**config.mk**
```make
export PLATFORM = sky130hd
export DESIGN_NAME = axi_read_master
export DESIGN_NICKNAME = d
export VERILOG_FILES = /design/src/rtl/axi_read_master.sv
export SDC_FILE = /design/constraint.sdc
export NUM_CORES = 1
export LEC_CHECK = 0
export ABC_AREA = 0
export ABC_CLOCK_PERIOD_IN_PS = 3800
export CAP_MARGIN = 20
export CORE_UTILIZATION = 44
export CTS_CLUSTER_SIZE = 16
export DETAILED_ROUTE_END_ITERATION = 10
export PLACE_DENSITY = 0.75
export SETUP_SLACK_MARGIN = 0.5
export SYNTH_ARGS = -nofsm -noshare
export SYNTH_HDL_FRONTEND = slang
export SYNTH_SLANG_ARGS = --single-unit
export TNS_END_PERCENT = 30
```
**constraint.sdc**
```tcl
create_clock -name ACLK -period 3.8 [get_ports ACLK]
set_clock_uncertainty 0.1 [all_clocks]
set_input_delay 0.76 -clock ACLK [delete_from_list [all_inputs] [get_ports ACLK]]
set_output_delay 0.76 -clock ACLK [all_outputs]
set_load 0.005 [all_outputs]
```
**src/rtl/axi_read_master.sv**
```systemverilog
// AXI4 read-channel initiator: turns one core request into a single INCR burst
// and buffers returned beats in a small FIFO so core stalls never gate RREADY combinationally.
module axi_read_master #(
  parameter logic [3:0] ID_VAL     = 4'd0,
  parameter int         FIFO_DEPTH = 2
) (
  input  logic        ACLK,
  input  logic        ARESET,
  input  logic        req_valid,
  output logic        req_ready,
  input  logic [31:0] req_addr,
  input  logic [3:0]  req_len,
  output logic        rsp_valid,
  input  logic        rsp_ready,
  output logic [31:0] rsp_data,
  output logic        rsp_last,
  output logic        rsp_err,
  output logic [3:0]  ARID_M,
  output logic [31:0] ARADDR_M,
  output logic [3:0]  ARLEN_M,
  output logic [2:0]  ARSIZE_M,
  output logic [1:0]  ARBURST_M,
  output logic        ARVALID_M,
  input  logic        ARREADY_M,
  input  logic [3:0]  RID_M,
  input  logic [31:0] RDATA_M,
  input  logic [1:0]  RRESP_M,
  input  logic        RLAST_M,
  input  logic        RVALID_M,
  output logic        RREADY_M
);

  localparam int            AW      = (FIFO_DEPTH > 1) ? $clog2(FIFO_DEPTH) : 1;
  localparam logic [AW:0]   DEPTH_C = (AW+1)'(FIFO_DEPTH);

  typedef enum logic [1:0] {IDLE, ADDR, DATA} state_t;

  state_t         state;
  logic [4:0]     beat_cnt;

  logic [31:0]    fifo_data [FIFO_DEPTH];
  logic           fifo_last [FIFO_DEPTH];
  logic           fifo_err  [FIFO_DEPTH];
  logic [AW-1:0]  wr_ptr;
  logic [AW-1:0]  rd_ptr;
  logic [AW:0]    count;

  logic fifo_empty, fifo_full;
  logic r_hs, in_range, beat_last, beat_err, push, pop;
  logic unused_addr_lsb;

  assign unused_addr_lsb = ^req_addr[1:0];

  assign ARID_M    = ID_VAL;
  assign ARSIZE_M  = 3'b010;
  assign ARBURST_M = 2'b01;

  assign fifo_empty = (count == '0);
  assign fifo_full  = (count == DEPTH_C);

  // Handshake outputs depend only on registered state, never on rsp_ready.
  assign req_ready = !ARESET && (state == IDLE) && fifo_empty;
  assign RREADY_M  = !ARESET && (state == DATA) && !fifo_full;
  assign rsp_valid = !ARESET && !fifo_empty;

  assign r_hs      = RVALID_M && RREADY_M;
  assign in_range  = (beat_cnt <= {1'b0, ARLEN_M});
  assign beat_last = (beat_cnt == {1'b0, ARLEN_M});
  assign beat_err  = (RRESP_M != 2'b00) || (RID_M != ID_VAL) || (RLAST_M != beat_last);
  assign push      = r_hs && in_range;
  assign pop       = rsp_valid && rsp_ready;

  assign rsp_data = fifo_data[rd_ptr];
  assign rsp_last = fifo_last[rd_ptr];
  assign rsp_err  = fifo_err[rd_ptr];

  // Control FSM: IDLE -> ADDR (AR issued) -> DATA (beats collected).
  always_ff @(posedge ACLK) begin
    if (ARESET) begin
      state     <= IDLE;
      ARVALID_M <= 1'b0;
      ARADDR_M  <= '0;
      ARLEN_M   <= '0;
      beat_cnt  <= '0;
    end else begin
      case (state)
        IDLE: begin
          if (req_valid && req_ready) begin
            ARADDR_M  <= {req_addr[31:2], 2'b00};
            ARLEN_M   <= req_len;
            beat_cnt  <= '0;
            ARVALID_M <= 1'b1;
            state     <= ADDR;
          end
        end
        ADDR: begin
          if (ARREADY_M) begin
            ARVALID_M <= 1'b0;
            state     <= DATA;
          end
        end
        DATA: begin
          if (r_hs) begin
            // Overrun beats past len are swallowed without advancing the counter.
            if (in_range) beat_cnt <= beat_cnt + 5'd1;
            if (RLAST_M)  state    <= IDLE;
          end
        end
        default: state <= IDLE;
      endcase
    end
  end

  // Response FIFO pointers and occupancy.
  always_ff @(posedge ACLK) begin
    if (ARESET) begin
      wr_ptr <= '0;
      rd_ptr <= '0;
      count  <= '0;
    end else begin
      if (push) wr_ptr <= wr_ptr + AW'(1);
      if (pop)  rd_ptr <= rd_ptr + AW'(1);
      count <= count + {{AW{1'b0}}, push} - {{AW{1'b0}}, pop};
    end
  end

  // An early RLAST is forced to terminate the response stream for the core.
  always_ff @(posedge ACLK) begin
    if (push) begin
      fifo_data[wr_ptr] <= RDATA_M;
      fifo_last[wr_ptr] <= beat_last || RLAST_M;
      fifo_err[wr_ptr]  <= beat_err;
    end
  end

endmodule

```
==> results summary <==
The die extent in x came out at just over 100 um. The mapped cell area came out at between 4000 and 5000 um^2. Setup violations remaining at the end of the flow were counted as 0. The signed area change from the synthesized netlist to the final layout came out at 48.7%. Yosys attributes the largest share of cell area to edfxtp_1 (45%), dfxtp_1 (21%), mux2_2 (8.7%). At the end of the flow the core is filled with cells to between 60% and 70%. The total grt overflow came out at 0. The total via count after detailed routing came out at around 3200. The half-perimeter wire length of the detailed placement result came out at roughly 6200 um. The sum of negative setup slack is 0 ns. The most critical setup path has its endpoint at rsp_data[16]. Counting I/O delays and the setup requirement, the final critical path takes between 2 and 3 ns. edfxtp_1 takes more of the synthesized area than any other cell. between 150 and 200 I/O pins were placed. The endpoint of the lowest-slack register-to-register path is count[1]$_SDFF_PP0_.

The cell count of the worst reg-to-reg path is 11. The worst reg2reg path startpoint is ARLEN_M[3]$_SDFFE_PP0P_. The number of cells produced by synthesis is approximately 360.

The count of synthesis-stage warnings from yosys is 0. Clock tree synthesis selected as its root buffer the cell clkbuf_8. For this run, design rule violations remaining after detail routing come to 0.

The final estimated routing congestion in global placement is about 0.81. The count of final max-slew check failures is 0. The clock latency on the worst-skew pair is about 0.51 ns. The number of gates resized after CTS was 0. A synthesized cell averages about 12 um^2. The overall routing resource usage came out at between 10% and 20%. The H-tree generated during clock tree synthesis spans 4 levels. In the finished design, the share of the clock period the worst path needs comes to between 70% and 80%.

Counting every sink on the clock net gives between 100 and 150. The max-cap violation count came out at 0. The fraction of layout cells with a size suffix above 1 is between 10% and 20%. The number of global-route vias before repair is 3151. Ranked by instance count, the synthesized netlist is headed by nand2_1 (70), edfxtp_1 (68), dfxtp_1 (47). Among all flip-flop cells after synthesis, the most frequent one is edfxtp_1.

The share of synthesized area in the top cell type comes to between 40% and 50%. Power spread over the standard cell area amounts to 488 nW/um^2. In this run the most critical hold path is launched from ARADDR_M[10]$_SDFFE_PP0P_. The number of distinct library cells after synthesis is 45. STA classifies the critical path endpoint as an output pin. The slowest stage of the critical path belongs to the cell clkdlybuf4s50_1.

The most numerous cell in the Yosys netlist is nand2_1. The final routed wire length divided by cell count is about 14 um. Setup repair after global routing left no endpoint under its margin. The initial antenna violation count came out at 0.

The count of antenna diodes in the layout is 0. The fraction of the yosys area taken by sequential cells came out at around 66%. The critical path start-end classification is flop to output pin.

The floorplan has 36 rows. The maximum number of pins on one net before global-route repair came out at about 50. The via density per instance came out at ~4.8.

The maximum clock rate is 337 MHz. Traced cell by cell, the critical path runs through buf_4, mux2_2, clkdlybuf4s50_1. The worst setup path is launched from a flop. The largest stage delay on the critical path is ~0.47 ns. The arrival time reported for the critical path endpoint came out at approximately 2.1 ns.

The number of flops mapped to enable cells by yosys is about 70. The required time at the endpoint of the critical path is 2.94 ns. The total leakage power is between 0.002 and 0.0025 uW. The count of nets left with antenna violations once routing finished came out at 0. TritonCTS built the clock tree. The clock-pin slew on the worst setup and hold paths came out at about 0.060 ns. The number of synthesized register bits is 115. Buffers inserted to repair hold after CTS numbered 0. The flow ran to the end, and the final reports show no timing, DRC or antenna violations. The number of hold violations in the final report came out at 0. The maximum fanout along the worst path is 34. In this run the standard cell core region covers between 9000 and 10000 um^2.

The final net count came out at just over 600. The number of I/O port buffers came out at 150. The worst setup margin is 0.837 ns. The global-route wire length before repair came out at 14100 um. The peak supply drop came out at 0.265 mV. For the pin with the worst max-slew slack, the measured transition is about 0.6 ns. The number of search-and-repair iterations in the first detailed-routing pass came out at 4. The final wirelength came out at ~9300 um. Once the clock tree was built, the setup fixing pass inserted 0 buffers. The setup slack of the worst register-to-register path is 1.23 ns. In this run the worst hold path is classified as flop to flop. The setup slack at placement came out at approximately 0.82 ns. The number of violations reported at the end of detailed-routing iteration 0 came out at between 60 and 70. The initial core utilization is about 46%. The die span in y is approximately 100 um.

Counting flops with an async set or reset pin after synthesis yields a share of 0%. The TritonCTS buffer count came out at 17. The total die area is roughly 11000 um^2. The clock passes through at most 2 buffers. The relative slew slack is 59.2%.
## worst min-delay path by stage
stage / to / slack (ns) / cells after the start
2_1_floorplan: ARADDR_M[10]$_SDFFE_PP0P_ / 0.34 / 2
3_3_place_gp: ARADDR_M[10]$_SDFFE_PP0P_ / 0.34 / 2
3_5_place_dp: ARADDR_M[6]$_SDFFE_PP0P_ / 0.34 / 2
4_1_cts: ARADDR_M[7]$_SDFFE_PP0P_ / 0.35 / 2
5_1_grt: ARADDR_M[8]$_SDFFE_PP0P_ / 0.38 / 2
6_report: ARADDR_M[10]$_SDFFE_PP0P_ / 0.35 / 2
## cells in the final DEF, fill, tap and decap left out, types with 2 or more instances in the layout
cell	synthesis	layout
dfxtp_1	47	47
conb_1	2	11
o31ai_1	3	3
a21oi_1	3	3
mux2_2	35	35
o221ai_1	2	2
nor2_1	13	11
nor4_1	2	2
clkinv_4	0	2
nand2_1	70	70
clkinvlp_4	0	4
bufinv_16	0	3
clkbuf_16	0	16
nor2_4	0	2
nand4_1	2	2
o21ai_1	5	5
inv_6	0	4
o21ai_0	28	28
clkdlybuf4s50_1	0	150
xor2_1	2	2
edfxtp_1	68	68
ha_1	8	8
buf_4	11	6
nor3_1	2	2
and3_1	3	3
inv_1	10	10
nand3_1	6	6
xnor2_1	2	2
## metrics by stage
step	area (um^2)	total power, uW	instances	hold WS, ns
after floorplan	4550	1530	370	0.345
after global placement	6110	1710	631	0.335
after detailed placement	6110	1720	631	0.342
after CTS	6710	3310	663	0.353
after global routing	6710	3390	663	0.378
final	6710	3270	663	0.349
## layer usage
layer	GRT usage (%)	routed length [um]
met5	0	0
met3	9.21	1010
met1	19.5	3800
met2	29.0	4390
met4	8.78	84
## where the power goes
group          switching (uW)  internal, uW
sequential               23.8          1360
clock                     574          1000
combinational             120           189
total                     717          2550
## critical path, delay by kind of cell (launching register included)
family	cells	cell delay, ns
buf+inv	2	0.86
flops	1	0.32
mux	1	0.40
## logic make-up (layout without fill, tap and decap cells)
family | after synthesis | in the layout | share of synthesized area [%]
DFF | 115 | 115 | 66.1
and+or+nand+nor | 108 | 108 | 10.7
AOI/OAI and AO/OA | 50 | 50 | 6.77
buffers and inverters | 39 | 199 | 4.49
muxes | 35 | 35 | 8.74
adders and majority gates | 8 | 8 | 2.22
xor gates and xnor gates | 4 | 4 | 0.777
other | 2 | 11 | 0.166
## state kept, by name, summed over array words and instances (netlist names), named ones only
name and cells:
ARADDR_M 30, ARLEN_M 4, ARVALID_M 1, beat_cnt 5
count 2, fifo_data 64, fifo_err 2, fifo_last 2
rd_ptr 1, state 2, wr_ptr 1
## layout make-up
class | instances | area, um^2
well taps | 133 | 166
clock inverters | 15 | 181
flip-flops and latches | 115 | 2980
inverters | 11 | 41.3
clock buffers | 17 | 414
repair buffers | 156 | 1550
multi-input cells | 216 | 1380
fillers | 721 | 3160
No activity file was read; power rests on OpenSTA's default activity.
